**config.mk**
```make
export PLATFORM = sky130hd
export DESIGN_NAME = mem_bus_arbiter
export DESIGN_NICKNAME = d
export VERILOG_FILES = /design/src/rtl/mem_bus_arbiter_pkg.sv /design/src/rtl/mem_bus_arbiter_bus_timeout_ctr.sv /design/src/rtl/mem_bus_arbiter.sv
export SDC_FILE = /design/constraint.sdc
export NUM_CORES = 1
export LEC_CHECK = 0
export CAP_MARGIN = 0
export CORE_AREA = 2 2 106 108
export DETAILED_ROUTE_END_ITERATION = 8
export DIE_AREA = 0 0 108 110
export DONT_BUFFER_PORTS = 1
export PLACE_DENSITY_LB_ADDON = 0.15
export SLEW_MARGIN = 10
export SYNTH_ARGS = -nofsm -noshare
export SYNTH_HDL_FRONTEND = slang
export SYNTH_HIERARCHICAL = 1
export SYNTH_SLANG_ARGS = --single-unit
```
**constraint.sdc**
```tcl
create_clock -name clk_i -period 2.3 [get_ports clk_i]
set_input_delay 0 -clock clk_i [delete_from_list [all_inputs] [get_ports clk_i]]
set_output_delay 0 -clock clk_i [all_outputs]
set_load 0.005 [all_outputs]
```
**src/rtl/mem_bus_arbiter_pkg.sv**
```systemverilog
// Shared definitions for the memory bus arbiter: grant FSM state encoding,
// full-word byte-enable pattern and timeout counter width.
package mem_bus_arbiter_pkg;

  typedef enum logic [1:0] {
    ST_IDLE = 2'd0,
    ST_IGNT = 2'd1,
    ST_DGNT = 2'd2,
    ST_DONE = 2'd3
  } state_e;

  localparam logic [3:0]  BYTESEL_WORD = 4'b1111;
  localparam int unsigned TMO_W        = 8;

endpackage

```
**src/rtl/mem_bus_arbiter_bus_timeout_ctr.sv**
```systemverilog
// Per-transaction timeout counter.
// Ports:
//   clk_i, rst_i  clock, synchronous active-high reset
//   clear_i       hold count at zero (asserted outside a grant)
//   enable_i      count this cycle (grant cycle without completion)
//   limit_i       number of counted cycles that constitutes a timeout
//   expired_o     this enabled cycle is the limit_i-th one (combinational)
module bus_timeout_ctr #(
  parameter int unsigned W = 8
) (
  input  logic         clk_i,
  input  logic         rst_i,
  input  logic         clear_i,
  input  logic         enable_i,
  input  logic [W-1:0] limit_i,
  output logic         expired_o
);

  logic [W-1:0] cnt_q, cnt_d;

  always_comb begin
    cnt_d = cnt_q;
    if (clear_i) begin
      cnt_d = '0;
    end else if (enable_i) begin
      cnt_d = cnt_q + W'(1);
    end
  end

  // cnt_q holds the number of earlier stalled cycles, so the current one
  // is the limit-th when cnt_q reaches limit-1.
  assign expired_o = enable_i && (cnt_q == limit_i - W'(1));

  always_ff @(posedge clk_i) begin
    if (rst_i) begin
      cnt_q <= '0;
    end else begin
      cnt_q <= cnt_d;
    end
  end

endmodule

```
**src/rtl/mem_bus_arbiter.sv**
```systemverilog
// Shares the single memory bus port between the instruction fetch path and
// the data path. Registered grant, data priority with anti-starvation for
// fetch, per-transaction timeout that completes with an error flag.
// Ports:
//   clk_i, rst_i                       clock, synchronous active-high reset
//   i_req_i/i_addr_i                   fetch request and address
//   i_data_o/i_ready_o/i_err_o         fetch completion (ready is 1-cycle pulse)
//   d_req_i/d_addr_i/d_wr_i/
//   d_bytesel_i/d_wdata_i              data request, address, control, write data
//   d_data_o/d_ready_o/d_err_o         data completion (ready is 1-cycle pulse)
//   mem_en_o/mem_addr_o/mem_wr_o/
//   mem_bytesel_o/mem_wdata_o          bus strobe and muxed request
//   mem_data_i/mem_ready_i             bus read data and completion
module mem_bus_arbiter
  import mem_bus_arbiter_pkg::*;
#(
  parameter int unsigned DATA_W       = 32,
  parameter int unsigned ADDR_W       = 32,
  parameter int unsigned STARVE_LIMIT = 4,
  parameter int unsigned TIMEOUT      = 255
) (
  input  logic              clk_i,
  input  logic              rst_i,
  input  logic              i_req_i,
  input  logic [ADDR_W-1:0] i_addr_i,
  output logic [DATA_W-1:0] i_data_o,
  output logic              i_ready_o,
  output logic              i_err_o,
  input  logic              d_req_i,
  input  logic [ADDR_W-1:0] d_addr_i,
  input  logic              d_wr_i,
  input  logic [3:0]        d_bytesel_i,
  input  logic [DATA_W-1:0] d_wdata_i,
  output logic [DATA_W-1:0] d_data_o,
  output logic              d_ready_o,
  output logic              d_err_o,
  output logic              mem_en_o,
  output logic [ADDR_W-1:0] mem_addr_o,
  output logic              mem_wr_o,
  output logic [3:0]        mem_bytesel_o,
  output logic [DATA_W-1:0] mem_wdata_o,
  input  logic [DATA_W-1:0] mem_data_i,
  input  logic              mem_ready_i
);

  localparam logic [3:0]       STARVE_MAX = 4'(STARVE_LIMIT);
  localparam logic [TMO_W-1:0] TMO_LIMIT  = TMO_W'(TIMEOUT);

  state_e     state_q, state_d;
  logic [3:0] starve_q, starve_d;
  logic       in_grant;
  logic       gnt_req;
  logic       tmo_en;
  logic       tmo_expired;

  assign in_grant = (state_q == ST_IGNT) || (state_q == ST_DGNT);
  assign gnt_req  = (state_q == ST_IGNT) ? i_req_i : d_req_i;
  assign tmo_en   = in_grant && gnt_req && !mem_ready_i;

  bus_timeout_ctr #(
    .W (TMO_W)
  ) u_tmo (
    .clk_i     (clk_i),
    .rst_i     (rst_i),
    .clear_i   (!in_grant),
    .enable_i  (tmo_en),
    .limit_i   (TMO_LIMIT),
    .expired_o (tmo_expired)
  );

  always_comb begin
    state_d       = state_q;
    starve_d      = starve_q;
    i_data_o      = '0;
    i_ready_o     = 1'b0;
    i_err_o       = 1'b0;
    d_data_o      = '0;
    d_ready_o     = 1'b0;
    d_err_o       = 1'b0;
    mem_en_o      = 1'b0;
    mem_addr_o    = '0;
    mem_wr_o      = 1'b0;
    mem_bytesel_o = '0;
    mem_wdata_o   = '0;

    unique case (state_q)
      ST_IDLE: begin
        if (!i_req_i) begin
          starve_d = '0;
        end
        if (d_req_i && !(i_req_i && starve_q == STARVE_MAX)) begin
          state_d = ST_DGNT;
          if (i_req_i && starve_q != STARVE_MAX) begin
            starve_d = starve_q + 4'd1;
          end
        end else if (i_req_i) begin
          state_d  = ST_IGNT;
          starve_d = '0;
        end
      end

      ST_IGNT: begin
        mem_en_o      = 1'b1;
        mem_addr_o    = i_addr_i;
        mem_bytesel_o = BYTESEL_WORD;
        // A dropped request aborts silently; a completion beats the timeout.
        if (!i_req_i) begin
          state_d = ST_DONE;
        end else if (mem_ready_i) begin
          i_ready_o = 1'b1;
          i_data_o  = mem_data_i;
          state_d   = ST_DONE;
        end else if (tmo_expired) begin
          i_ready_o = 1'b1;
          i_err_o   = 1'b1;
          state_d   = ST_DONE;
        end
      end

      ST_DGNT: begin
        mem_en_o      = 1'b1;
        mem_addr_o    = d_addr_i;
        mem_wr_o      = d_wr_i;
        mem_bytesel_o = d_bytesel_i;
        mem_wdata_o   = d_wdata_i;
        if (!d_req_i) begin
          state_d = ST_DONE;
        end else if (mem_ready_i) begin
          d_ready_o = 1'b1;
          d_data_o  = mem_data_i;
          state_d   = ST_DONE;
        end else if (tmo_expired) begin
          d_ready_o = 1'b1;
          d_err_o   = 1'b1;
          state_d   = ST_DONE;
        end
      end

      ST_DONE: begin
        state_d = ST_IDLE;
      end

      default: begin
        state_d = ST_IDLE;
      end
    endcase

    // A transaction cut off by reset must not report completion.
    if (rst_i) begin
      i_ready_o = 1'b0;
      i_err_o   = 1'b0;
      i_data_o  = '0;
      d_ready_o = 1'b0;
      d_err_o   = 1'b0;
      d_data_o  = '0;
    end
  end

  always_ff @(posedge clk_i) begin
    if (rst_i) begin
      state_q  <= ST_IDLE;
      starve_q <= '0;
    end else begin
      state_q  <= state_d;
      starve_q <= starve_d;
    end
  end

endmodule

```
==> metrics.txt, run 1 <==
# TYPE chip_impl_metric gauge
chip_impl_metric{name="dpl.hpwl",unit="um"} 9680
chip_impl_metric{name="via_count_of_the_first_global_routing_pass",unit=""} 2111
chip_impl_metric{name="grt_antenna_before_repair",unit=""} 3
chip_impl_metric{name="power_report.internal_total",unit="W"} 0.000645
chip_impl_metric{name="syn2layout_area_growth",unit="%"} 18.1
chip_impl_metric{name="drtPass1Iterations",unit=""} 5
chip_impl_metric{name="depth_of_the_worst_register_to_register_path",unit=""} 9
chip_impl_metric{name="final.min_clock_period",unit="ns"} 2.11
chip_impl_metric{name="highest_net_fanout_along_the_worst_path",unit=""} 5
chip_impl_metric{name="place_congestion",unit=""} 0.916
chip_impl_metric{name="syn_area",unit="um^2"} 2210
chip_impl_metric{name="setup_violations",unit=""} 0
chip_impl_metric{name="cts-buffers-inserted",unit=""} 3
chip_impl_metric{name="clock.fmax",unit="MHz"} 473
chip_impl_metric{name="share_comb_of_total_power",unit=""} 0.644
chip_impl_info{name="synth_top_flop_cell",value="sky130_fd_sc_hd__dfxtp_1"} 1
chip_impl_metric{name="antenna_cells",unit=""} 0
chip_impl_info{name="hold_class",value="input pin to flop"} 1
chip_impl_metric{name="vias_per_cell",unit=""} 4.99
chip_impl_metric{name="placementRows",unit=""} 38
chip_impl_info{name="crit_path_launch",value="state_q[1]$_SDFFE_PP0P_"} 1
chip_impl_metric{name="design.portCount",unit=""} 276
chip_impl_metric{name="post_route_cells_drive_above_1_share",unit=""} 0.106
chip_impl_metric{name="ir_worst_vdd",unit="mV"} 0.237
chip_impl_metric{name="core_area",unit="um^2"} 10700
chip_impl_metric{name="pre_cts_slack",unit="ns"} 0.109
chip_impl_metric{name="power.switching_fraction",unit=""} 0.507
chip_impl_info{name="cp_cell_sequence",value="inv_2, ha_4, inv_1, nor3_2, nand4_1, nor4_4, nor2_2, a31o_2, a311oi_2"} 1
chip_impl_info{name="mostFrequentLayoutCell",value="sky130_fd_sc_hd__nor2_1"} 1
chip_impl_metric{name="ys_seq_area_frac",unit=""} 0.127
chip_impl_metric{name="synth_edf_count",unit=""} 0
chip_impl_info{name="rsz0062_at_grt",value="false"} 1
chip_impl_metric{name="worstSkewPairLatency",unit="ns"} 0.24
chip_impl_metric{name="leakage_power_figure",unit="nW"} 0.962
chip_impl_metric{name="min_path_cells",unit=""} 2
chip_impl_metric{name="clock_power_share",unit=""} 0.154
chip_impl_info{name="cts_root_buffer",value="sky130_fd_sc_hd__clkbuf_8"} 1
chip_impl_metric{name="post_layout_nonfiller_instances",unit=""} 525
chip_impl_metric{name="clock_sinks",unit=""} 14
chip_impl_metric{name="final_critical_path_setup_slack",unit="ns"} 0.185
chip_impl_metric{name="route.final.wire_length",unit="um"} 11500
chip_impl_metric{name="hold_vio_cnt_final",unit=""} 0
chip_impl_metric{name="max-clock-path-buffers",unit=""} 2
chip_impl_metric{name="num-fill-cells",unit=""} 1242
chip_impl_metric{name="switchingPower",unit="W"} 0.000664
chip_impl_metric{name="design.die.area",unit="um^2"} 11900
chip_impl_metric{name="final_max_slew_viol_count",unit=""} 0
chip_impl_metric{name="share_seq_of_total_power",unit=""} 0.202
chip_impl_info{name="cts_tree",value="built"} 1
chip_impl_info{name="reg2reg_from",value="state_q[1]$_SDFFE_PP0P_"} 1
chip_impl_info{name="critical_path.endpoint_type",value="flop"} 1
chip_impl_metric{name="synth_cell_types",unit=""} 44
chip_impl_info{name="slowest_stage",value="sky130_fd_sc_hd__dfxtp_2"} 1
chip_impl_metric{name="combined_global_route_utilization_of_all_metal_layers",unit=""} 0.174
chip_impl_metric{name="global_route_wire_length_before_repair",unit="um"} 14800
chip_impl_metric{name="critical_path_required",unit="ns"} 2.45
chip_impl_metric{name="syn_inst",unit=""} 364
chip_impl_info{name="worstSetupPathType",value="flop to flop"} 1
chip_impl_metric{name="largest_clock_skew_in_the_final_design",unit="ns"} 0.00633
chip_impl_info{name="critical_path.endpoint",value="state_q[0]$_SDFFE_PP0P_"} 1
chip_impl_metric{name="ctsHtreeMaxLevel",unit=""} 1
chip_impl_metric{name="drc",unit=""} 0
chip_impl_metric{name="synthesis.yosys.warnings",unit=""} 6
chip_impl_info{name="layout.cells.most_common_list",value="112 x sky130_fd_sc_hd__nor2_1, 42 x sky130_fd_sc_hd__nand2_1, 33 x sky130_fd_sc_hd__and2_1, 32 x sky130_fd_sc_hd__a22oi_1, 29 x sky130_fd_sc_hd__conb_1"} 1
chip_impl_metric{name="report.power.total",unit="W"} 0.00131
chip_impl_metric{name="final.period_utilization",unit=""} 0.919
chip_impl_metric{name="async_flop_share",unit=""} 0
chip_impl_metric{name="power-per-cell-area",unit="nW/um^2"} 502
chip_impl_info{name="run_status",value="completed"} 1
chip_impl_metric{name="setup.reg_to_reg.worst_slack",unit="ns"} 0.19
chip_impl_metric{name="die_y",unit="um"} 110
chip_impl_metric{name="globalRoute.totalOverflow",unit=""} 0
chip_impl_metric{name="postRouteAntennaNets",unit=""} 0
chip_impl_metric{name="critPathMaxStageDelay",unit="ns"} 0.35
chip_impl_info{name="r2r-end",value="state_q[0]$_SDFFE_PP0P_"} 1
chip_impl_metric{name="synth-seq-cells",unit=""} 14
chip_impl_metric{name="chipWidth",unit="um"} 108
chip_impl_metric{name="buffer_ports.inserted",unit=""} 0
chip_impl_metric{name="worst-endpoint-arrival",unit="ns"} 2.26
chip_impl_metric{name="grt_max_degree",unit=""} 59
chip_impl_metric{name="synthesis.area_per_instance",unit="um^2"} 6.06
chip_impl_metric{name="fin_setup_tns",unit="ns"} 0
chip_impl_metric{name="floorplan.initialDensity",unit=""} 0.206
chip_impl_info{name="startpoint_type",value="flop"} 1
chip_impl_metric{name="drt-wirelength-per-cell",unit="um"} 21.9
chip_impl_metric{name="via_count",unit=""} 2618
chip_impl_metric{name="final_nets",unit=""} 533
chip_impl_metric{name="placedCellCount",unit=""} 517
chip_impl_metric{name="cap_viol_max_count",unit=""} 0
chip_impl_metric{name="clk_pin_slew",unit="ns"} 0.06
chip_impl_metric{name="initialDrtViolationCount",unit=""} 224
==> stage by stage <==
stage / utilization / hold slack (ns) / area [um^2]
after floorplan: - / 0.0662 / 2320
after global placement: 0.231 / 0.0687 / 2470
after detailed placement: 0.231 / 0.0693 / 2470
after CTS: 0.239 / 0.00641 / 2560
after global routing: 0.244 / 0.00456 / 2610
final: 0.244 / 0.00958 / 2610
==> sequential cells by signal (all words and copies together) (netlist names) <==
name         cells
u_tmo/cnt_q      8
starve_q         4
state_q          2
==> metal layers <==
| layer | GRT usage | up-vias | part of all wire |
|---|---|---|---|
| li1 | - | 1220 | - |
| met1 | 0.256 | 1212 | 0.44 |
| met2 | 0.235 | 172 | 0.41 |
| met3 | 0.0782 | 10 | 0.13 |
| met4 | 0.0238 | 4 | 0.0091 |
| met5 | 0 | - | 0.0023 |
==> cells in the mapped netlist (all sizes together) (7+ instances only) <==
| cell type | count | share of area |
|---|---|---|
| clkbuf | 16 | 0.027 |
| xnor2 | 8 | 0.032 |
| nand2 | 42 | 0.071 |
| xor2 | 7 | 0.031 |
| nor2 | 115 | 0.20 |
| buf | 16 | 0.040 |
| a22oi | 32 | 0.11 |
| and2 | 33 | 0.094 |
| dfxtp | 14 | 0.13 |
| ha | 8 | 0.045 |
| a21oi | 9 | 0.020 |
| inv | 10 | 0.017 |
==> critical path: cells and delay by family, from the launching register on <==
kind                     cells  cell delay (ns)
AO/OA/AOI/OAI                2             0.50
adder cells (fa/ha/maj)      1             0.27
buffers and inverters        2             0.12
flip-flops                   1             0.35
AND/OR/NAND/NOR              4             0.78
==> cells by family (layout without fill, tap and decap cells) <==
logic type / after synthesis / in the layout / synth area share
AO/OA/AOI/OAI: 58 / 58 / 0.196
XOR/XNOR: 15 / 15 / 0.0629
adder cells (fa/ha/maj): 8 / 8 / 0.0454
buffers and inverters: 42 / 35 / 0.0845
flip-flops: 14 / 14 / 0.127
multiplexers: 3 / 3 / 0.0159
other: 1 / 29 / 0.00170
AND/OR/NAND/NOR: 223 / 223 / 0.467
==> worst min-delay path by stage <==
stage / startpoint / to / slack (ns)
finish: d_req_i / state_q[0]$_SDFFE_PP0P_ / 0.01
CTS: d_req_i / state_q[0]$_SDFFE_PP0P_ / 0.006
global route: d_req_i / state_q[0]$_SDFFE_PP0P_ / 0.005
floorplan: rst_i / state_q[1]$_SDFFE_PP0P_ / 0.07
global placement: rst_i / state_q[1]$_SDFFE_PP0P_ / 0.07
detailed placement: rst_i / state_q[1]$_SDFFE_PP0P_ / 0.07
==> cell type report <==
type | count | area, um^2 | share of cell area
clock buffers | 3 | 41.3 | 0.0158
inverters | 10 | 37.5 | 0.0144
multi-input cells | 336 | 1900 | 0.727
flip-flops and latches | 14 | 283 | 0.108
well taps | 140 | 175 | 0.0672
repair buffers | 22 | 175 | 0.0672
==> timing repair <==
action,CTS,global route
resized for setup,0,10
hold endpoints to repair,6,0
hold buffers,4,0
buffers inserted,0,1
endpoints found under the setup margin,0,6
==> power groups by stage <==
stage | Combinational [W] | Clock, W | Sequential (W)
2_1_floorplan | 0.000602 | 0 | 0.000265
3_3_place_gp | 0.000803 | 0 | 0.000266
3_5_place_dp | 0.000809 | 0 | 0.000267
4_1_cts | 0.000821 | 0.000211 | 0.000261
5_1_grt | 0.000931 | 0.000224 | 0.000265
6_report | 0.000843 | 0.000202 | 0.000264
Note: power is estimated with default switching activity, not from simulation.
==> run 2, diff against run 1 <==
Settings changed: CTS_BUF_LIST from default to sky130_fd_sc_hd__clkbuf_4.
==> run 2 against run 1 <==
Net effect: critical path depth stayed put; clock skew fell by 0.0011 ns; wire length about the same; power fell by 4.5%; global-route usage is essentially flat; worst setup slack better by 0.034 ns; design area shrank 1.1%; die area stayed put; cell count unchanged; core utilization fell by 0.27 points; combinational power barely moved; register-to-register slack gained 0.03 ns; critical path type unchanged.
==> metrics.txt, run 2 (synthesized netlist as in run 1, its figures left out) <==
# TYPE chip_impl_metric gauge
chip_impl_metric{name="final.min_clock_period",unit="ns"} 2.08
chip_impl_info{name="cts_tree",value="built"} 1
chip_impl_metric{name="antenna_cells",unit=""} 0
chip_impl_metric{name="dpl.hpwl",unit="um"} 9680
chip_impl_metric{name="cts-buffers-inserted",unit=""} 3
chip_impl_metric{name="largest_clock_skew_in_the_final_design",unit="ns"} 0.00522
chip_impl_info{name="layout.cells.most_common_list",value="114 x sky130_fd_sc_hd__nor2_1, 42 x sky130_fd_sc_hd__nand2_1, 33 x sky130_fd_sc_hd__and2_1, 32 x sky130_fd_sc_hd__a22oi_1, 29 x sky130_fd_sc_hd__conb_1"} 1
chip_impl_metric{name="clk_pin_slew",unit="ns"} 0.09
chip_impl_metric{name="globalRoute.totalOverflow",unit=""} 0
chip_impl_metric{name="placementRows",unit=""} 38
chip_impl_metric{name="design.portCount",unit=""} 276
chip_impl_metric{name="highest_net_fanout_along_the_worst_path",unit=""} 5
chip_impl_metric{name="initialDrtViolationCount",unit=""} 261
chip_impl_metric{name="die_y",unit="um"} 110
chip_impl_metric{name="clock_sinks",unit=""} 14
chip_impl_metric{name="grt_antenna_before_repair",unit=""} 3
chip_impl_metric{name="final_critical_path_setup_slack",unit="ns"} 0.220
chip_impl_metric{name="post-route-util",unit=""} 0.241
chip_impl_metric{name="hold_vio_cnt_final",unit=""} 0
chip_impl_info{name="registers.top_by_ff_count",value="u_tmo/cnt_q"} 1
chip_impl_metric{name="ir_worst_vdd",unit="mV"} 0.213
chip_impl_metric{name="buffer_ports.inserted",unit=""} 0
chip_impl_metric{name="combined_global_route_utilization_of_all_metal_layers",unit=""} 0.174
chip_impl_info{name="startpoint_type",value="flop"} 1
chip_impl_metric{name="worst-endpoint-arrival",unit="ns"} 2.28
chip_impl_metric{name="drt-wirelength-per-cell",unit="um"} 21.9
chip_impl_metric{name="largest_register_ff_count",unit=""} 8
chip_impl_metric{name="worstSkewPairLatency",unit="ns"} 0.28
chip_impl_metric{name="core_area",unit="um^2"} 10700
chip_impl_metric{name="max-clock-path-buffers",unit=""} 2
chip_impl_metric{name="final_max_slew_viol_count",unit=""} 0
chip_impl_info{name="run_status",value="completed"} 1
chip_impl_metric{name="via_count_of_the_first_global_routing_pass",unit=""} 2111
chip_impl_metric{name="global_route_wire_length_before_repair",unit="um"} 14800
chip_impl_metric{name="fin_setup_tns",unit="ns"} 0
chip_impl_metric{name="route.final.wire_length",unit="um"} 11500
chip_impl_metric{name="cap_viol_max_count",unit=""} 0
chip_impl_metric{name="vias_per_cell",unit=""} 5.03
chip_impl_metric{name="syn2layout_area_growth",unit="%"} 16.8
chip_impl_metric{name="setup_violations",unit=""} 0
chip_impl_metric{name="final.period_utilization",unit=""} 0.904
chip_impl_metric{name="leakage_power_figure",unit="nW"} 0.947
chip_impl_metric{name="post_route_cells_drive_above_1_share",unit=""} 0.0961
chip_impl_metric{name="final_nets",unit=""} 533
chip_impl_info{name="cts_root_buffer",value="sky130_fd_sc_hd__clkbuf_4"} 1
chip_impl_metric{name="via_count",unit=""} 2643
chip_impl_info{name="mostFrequentLayoutCell",value="sky130_fd_sc_hd__nor2_1"} 1
chip_impl_metric{name="place_congestion",unit=""} 0.916
chip_impl_metric{name="worst_hold_check_slack",unit="ns"} 0.0365
chip_impl_metric{name="postRouteAntennaNets",unit=""} 0
chip_impl_metric{name="clock.fmax",unit="MHz"} 481
chip_impl_metric{name="critical_path_required",unit="ns"} 2.50
chip_impl_metric{name="chipWidth",unit="um"} 108
chip_impl_metric{name="floorplan.initialDensity",unit=""} 0.206
chip_impl_info{name="biggestRegsByFlops",value="u_tmo/cnt_q: 8 flops, starve_q: 4 flops, state_q: 2 flops"} 1
chip_impl_info{name="rsz0062_at_grt",value="false"} 1
chip_impl_info{name="critical_path.endpoint_type",value="flop"} 1
chip_impl_metric{name="power-per-cell-area",unit="nW/um^2"} 485
chip_impl_metric{name="drc",unit=""} 0
chip_impl_info{name="worstSetupPathType",value="flop to flop"} 1
chip_impl_metric{name="design.die.area",unit="um^2"} 11900
chip_impl_metric{name="pre_cts_slack",unit="ns"} 0.109
chip_impl_metric{name="grt_max_degree",unit=""} 59
chip_impl_metric{name="drtPass1Iterations",unit=""} 5
chip_impl_metric{name="report.power.total",unit="W"} 0.00125
chip_impl_metric{name="ctsHtreeMaxLevel",unit=""} 1
chip_impl_info{name="hold_class",value="input pin to flop"} 1
run 2: cell types whose count changed in the layout (fill, tap and decap cells not counted), sizes merged:
cell         delta
buf             -1
dlygate4sd3     +1
run 2: worst paths after layout:
path / from / endpoint / slack, ns / depth (start not counted)
setup / recovery: state_q[1]$_SDFFE_PP0P_ / state_q[1]$_SDFFE_PP0P_ / 0.22 / 9
hold / removal: d_req_i / state_q[1]$_SDFFE_PP0P_ / 0.04 / 3
setup reg to reg: state_q[1]$_SDFFE_PP0P_ / state_q[1]$_SDFFE_PP0P_ / 0.22 / 9
hold reg to reg: starve_q[0]$_SDFFE_PP0N_ / starve_q[0]$_SDFFE_PP0N_ / 0.50 / 2
run 2: worst max-delay path: stages, from the launching register on:
cell and delay, ns:
sky130_fd_sc_hd__dfxtp_2 0.36, sky130_fd_sc_hd__inv_2 0.07, sky130_fd_sc_hd__ha_4 0.27, sky130_fd_sc_hd__inv_1 0.05, sky130_fd_sc_hd__nor3_2 0.17, sky130_fd_sc_hd__nand4_1 0.17, sky130_fd_sc_hd__nor4_4 0.33, sky130_fd_sc_hd__nor2_2 0.09
sky130_fd_sc_hd__a31o_1 0.24, sky130_fd_sc_hd__a221oi_2 0.25
run 2: area by class of cell:
cell class,count,area (um^2)
Inverter,10,37.5
Fill cell,1237,8120
Tap cell,140,175
Clock buffer,3,22.5
Multi-Input combinational cell,336,1880
Timing Repair Buffer,22,178
Sequential cell,14,283
run 2: per-layer routing:
| metal | vias up | global-route usage | part of all wire |
|---|---|---|---|
| met2 | 167 | 0.235 | 0.41 |
| li1 | 1221 | - | - |
| met5 | - | 0 | 0.0024 |
| met4 | 4 | 0.0238 | 0.0094 |
| met1 | 1239 | 0.257 | 0.45 |
| met3 | 12 | 0.0770 | 0.13 |
run 2: repair_timing:
item,4_1_cts,5_1_grt
endpoints found under the hold margin,6,0
hold buffers,5,0
resized for setup,0,7
setup buffers,0,0
endpoints found under the setup margin,0,7
run 2: per-stage QoR:
stage	area [um^2]	instances
floorplan	2320	392
global placement	2470	517
detailed placement	2470	517
CTS	2550	525
global route	2580	525
finish	2580	525
run 2: power breakdown:
group          internal (W)  switching (W)
Clock             0.0000606      0.0000832
Sequential         0.000255     0.00000869
Combinational      0.000274       0.000569
==> run 3, diff against run 2 <==
--- a/constraint.sdc
+++ b/constraint.sdc
@@ -3,2 +3,2 @@
 set_output_delay 0 -clock clk_i [all_outputs]
-set_load 0.005 [all_outputs]
+set_load 0.1 [all_outputs]
==> run 3 against run 2 <==
Net effect: critical path depth did not move; power rose to 2.7 times the previous value; maximum frequency is 6.8% lower; sequential power about the same; core utilization rose by 25 points; count of clock-buffer cells in the layout did not move; clock skew fell by 0.0016 ns; via count increased by 17%; sequential share of layout area shrank 5.5 points; flip-flop and latch count stayed put; cell count up 26%; non-clock buffer count rose by 135; largest cell class is now buffers.
==> metrics.txt, run 3 (synthesized netlist as in run 1, its figures left out) <==
# TYPE chip_impl_metric gauge
chip_impl_info{name="run_status",value="completed"} 1
chip_impl_info{name="layout.cells.most_common_list",value="104 x sky130_fd_sc_hd__buf_12, 101 x sky130_fd_sc_hd__nor2_2, 49 x sky130_fd_sc_hd__buf_4, 42 x sky130_fd_sc_hd__nand2_1, 33 x sky130_fd_sc_hd__and2_1"} 1
chip_impl_metric{name="share_seq_of_total_power",unit=""} 0.079
chip_impl_metric{name="regArea",unit="um^2"} 283
chip_impl_metric{name="power_report.internal_total",unit="W"} 0.00115
chip_impl_metric{name="globalRoute.totalOverflow",unit=""} 0
chip_impl_metric{name="ir_worst_vdd",unit="mV"} 0.455
chip_impl_metric{name="post_route_cells_drive_above_1_share",unit=""} 0.539
chip_impl_info{name="startpoint_type",value="flop"} 1
chip_impl_metric{name="die_y",unit="um"} 110
chip_impl_metric{name="final_nets",unit=""} 668
chip_impl_metric{name="grt_antenna_before_repair",unit=""} 2
chip_impl_metric{name="grt_max_degree",unit=""} 42
chip_impl_metric{name="detailed_place.area",unit="um^2"} 5050
chip_impl_metric{name="core_area",unit="um^2"} 10700
chip_impl_metric{name="setup.reg_to_reg.worst_slack",unit="ns"} 0.19
chip_impl_metric{name="initialDrtViolationCount",unit=""} 201
chip_impl_info{name="reg2reg_from",value="state_q[1]$_SDFFE_PP0P_"} 1
chip_impl_metric{name="clock.fmax",unit="MHz"} 448
chip_impl_info{name="r2r-end",value="state_q[0]$_SDFFE_PP0P_"} 1
chip_impl_metric{name="critical_path_required",unit="ns"} 2.30
chip_impl_metric{name="hold_vio_cnt_final",unit=""} 0
chip_impl_metric{name="multi_input_comb_area",unit="um^2"} 2180
chip_impl_metric{name="worstSkewPairLatency",unit="ns"} 0.28
chip_impl_info{name="registers.top_by_ff_count",value="u_tmo/cnt_q"} 1
chip_impl_metric{name="placementRows",unit=""} 38
chip_impl_metric{name="syn2layout_area_growth",unit="%"} 136
chip_impl_metric{name="dpl.hpwl",unit="um"} 10300
chip_impl_info{name="cts_tree",value="built"} 1
chip_impl_metric{name="timing.max_slew.rel_slack",unit=""} 0.602
chip_impl_metric{name="power.switching_fraction",unit=""} 0.659
chip_impl_metric{name="highest_net_fanout_along_the_worst_path",unit=""} 5
chip_impl_info{name="cp_common_cell",value="sky130_fd_sc_hd__inv_4"} 1
chip_impl_metric{name="buffer_ports.inserted",unit=""} 0
chip_impl_metric{name="worstMarginPinSlew",unit="ns"} 0.597
chip_impl_info{name="rsz0062_at_grt",value="true"} 1
chip_impl_metric{name="design.die.area",unit="um^2"} 11900
chip_impl_metric{name="vias_per_cell",unit=""} 4.68
chip_impl_metric{name="largest_register_ff_count",unit=""} 8
chip_impl_metric{name="power-per-cell-area",unit="nW/um^2"} 649
chip_impl_metric{name="max-clock-path-buffers",unit=""} 2
chip_impl_metric{name="design.portCount",unit=""} 276
chip_impl_info{name="worstSetupPathType",value="flop to output pin"} 1
chip_impl_info{name="cts_root_buffer",value="sky130_fd_sc_hd__clkbuf_4"} 1
chip_impl_metric{name="switchingPower",unit="W"} 0.00223
chip_impl_metric{name="via_count",unit=""} 3101
chip_impl_metric{name="place_congestion",unit=""} 0.838
chip_impl_metric{name="clk_pin_slew",unit="ns"} 0.09
chip_impl_metric{name="leakage_power_figure",unit="nW"} 1.95
chip_impl_info{name="crit_path_launch",value="state_q[1]$_SDFFE_PP0P_"} 1
chip_impl_metric{name="postLayoutCellArea",unit="um^2"} 5200
chip_impl_metric{name="final.period_utilization",unit=""} 0.971
chip_impl_metric{name="via_count_of_the_first_global_routing_pass",unit=""} 2803
chip_impl_metric{name="report.power.total",unit="W"} 0.00338
chip_impl_metric{name="final.min_clock_period",unit="ns"} 2.23
chip_impl_metric{name="cts-buffers-inserted",unit=""} 3
chip_impl_metric{name="worst-endpoint-arrival",unit="ns"} 2.23
chip_impl_metric{name="final_max_slew_viol_count",unit=""} 0
chip_impl_metric{name="drtPass1Iterations",unit=""} 4
chip_impl_info{name="critical_path.endpoint_type",value="output pin"} 1
chip_impl_metric{name="critPathMaxStageDelay",unit="ns"} 0.36
chip_impl_metric{name="num-fill-cells",unit=""} 1003
chip_impl_info{name="hold_class",value="input pin to flop"} 1
chip_impl_metric{name="global_route_wire_length_before_repair",unit="um"} 16500
chip_impl_metric{name="chipWidth",unit="um"} 108
chip_impl_metric{name="ctsHtreeMaxLevel",unit=""} 1
chip_impl_metric{name="cap_viol_max_count",unit=""} 0
chip_impl_metric{name="combined_global_route_utilization_of_all_metal_layers",unit=""} 0.179
chip_impl_metric{name="share_comb_of_total_power",unit=""} 0.878
chip_impl_metric{name="postRouteAntennaNets",unit=""} 0
chip_impl_metric{name="depth_of_the_worst_register_to_register_path",unit=""} 9
chip_impl_metric{name="setup_violations",unit=""} 0
chip_impl_metric{name="clock_power_share",unit=""} 0.043
chip_impl_info{name="slowest_stage",value="sky130_fd_sc_hd__dfxtp_2"} 1
chip_impl_info{name="mostFrequentLayoutCell",value="sky130_fd_sc_hd__buf_12"} 1
chip_impl_metric{name="min_path_cells",unit=""} 3
chip_impl_metric{name="largest_clock_skew_in_the_final_design",unit="ns"} 0.00361
chip_impl_info{name="biggestRegsByFlops",value="u_tmo/cnt_q: 8 flops, starve_q: 4 flops, state_q: 2 flops"} 1
chip_impl_metric{name="clock_sinks",unit=""} 14
chip_impl_metric{name="drc",unit=""} 0
chip_impl_info{name="whs_endpoint",value="state_q[1]$_SDFFE_PP0P_"} 1
chip_impl_metric{name="fin_setup_tns",unit="ns"} 0
chip_impl_metric{name="drt-wirelength-per-cell",unit="um"} 18.0
chip_impl_info{name="worst_hold_startpoint",value="d_req_i"} 1
chip_impl_info{name="cp_cell_sequence",value="inv_4, ha_4, inv_4, nor3_4, nand4_1, nor4_4, nand2b_1, nor2_4, buf_12"} 1
chip_impl_metric{name="route.final.wire_length",unit="um"} 12000
chip_impl_metric{name="floorplan.initialDensity",unit=""} 0.206
==> run 3: changes by cell type in the layout (fill, tap and decap cells not counted), moves of 2 or more <==
cell,previous run,this run
sky130_fd_sc_hd__buf_12,0,104
sky130_fd_sc_hd__buf_4,17,49
sky130_fd_sc_hd__diode_2,0,2
sky130_fd_sc_hd__inv_1,9,7
sky130_fd_sc_hd__inv_4,0,3
sky130_fd_sc_hd__nor2_1,114,10
sky130_fd_sc_hd__nor2_2,1,101
sky130_fd_sc_hd__nor2_4,0,4
==> run 3: cell type report <==
cell class	instances	area share
Timing Repair Buffer	157	0.479
Multi-Input combinational cell	336	0.418
Sequential cell	14	0.0544
Tap cell	140	0.0337
Inverter	10	0.00866
Clock buffer	3	0.00433
Antenna cell	2	0.000962
Clock inverter	1	0.000722
==> run 3: repair_timing <==
action,in CTS,in global routing
hold endpoints to repair,14,0
hold buffers,4,0
buffers inserted,0,6
gates resized for setup,0,7
setup endpoints to repair,0,24
==> run 3: power groups by stage <==
stage / clock network, W / logic (W) / registers, W
CTS: 0.000151 / 0.00292 / 0.000265
global route: 0.000167 / 0.00307 / 0.000267
floorplan: 0 / 0.00209 / 0.000268
global placement: 0 / 0.00289 / 0.000269
finish: 0.000144 / 0.00297 / 0.000266
detailed placement: 0 / 0.00291 / 0.000270
==> run 3: worst max path at each step <==
stage / end / slack (ns) / cells after the start
final: d_err_o / 0.07 / 9
after global routing: d_err_o / -0.06 / 9
after CTS: d_err_o / 0.02 / 9
after detailed placement: state_q[0]$_SDFFE_PP0P_ / 0.19 / 9
after global placement: state_q[0]$_SDFFE_PP0P_ / 0.30 / 9
after floorplan: mem_addr_o[11] / -0.22 / 6
==> run 3: per-stage QoR <==
step	util	hold slack [ns]	cells	worst slack [ns]
2_1_floorplan	-	0.0588	392	-0.215
3_3_place_gp	0.473	0.0615	647	0.298
3_5_place_dp	0.473	0.0636	647	0.193
4_1_cts	0.479	0.0185	655	0.0217
5_1_grt	0.486	0.00523	662	-0.0596
6_report	0.486	0.0277	663	0.0673
==> run 3: critical path, delay by kind of cell, from the launching register on <==
family	cells	cell delay [ns]
fa+ha+maj	1	0.28
simple gates	5	1.03
buf+inv	3	0.28
flops	1	0.36
==> run 3: layer usage <==
| metal | up-vias | share of wire | global-route usage |
|---|---|---|---|
| met4 | 0 | 0.0069 | 0.0201 |
| met3 | 6 | 0.11 | 0.0752 |
| li1 | 1499 | - | - |
| met1 | 1438 | 0.41 | 0.235 |
| met2 | 158 | 0.47 | 0.285 |
| met5 | - | 0 | 0 |
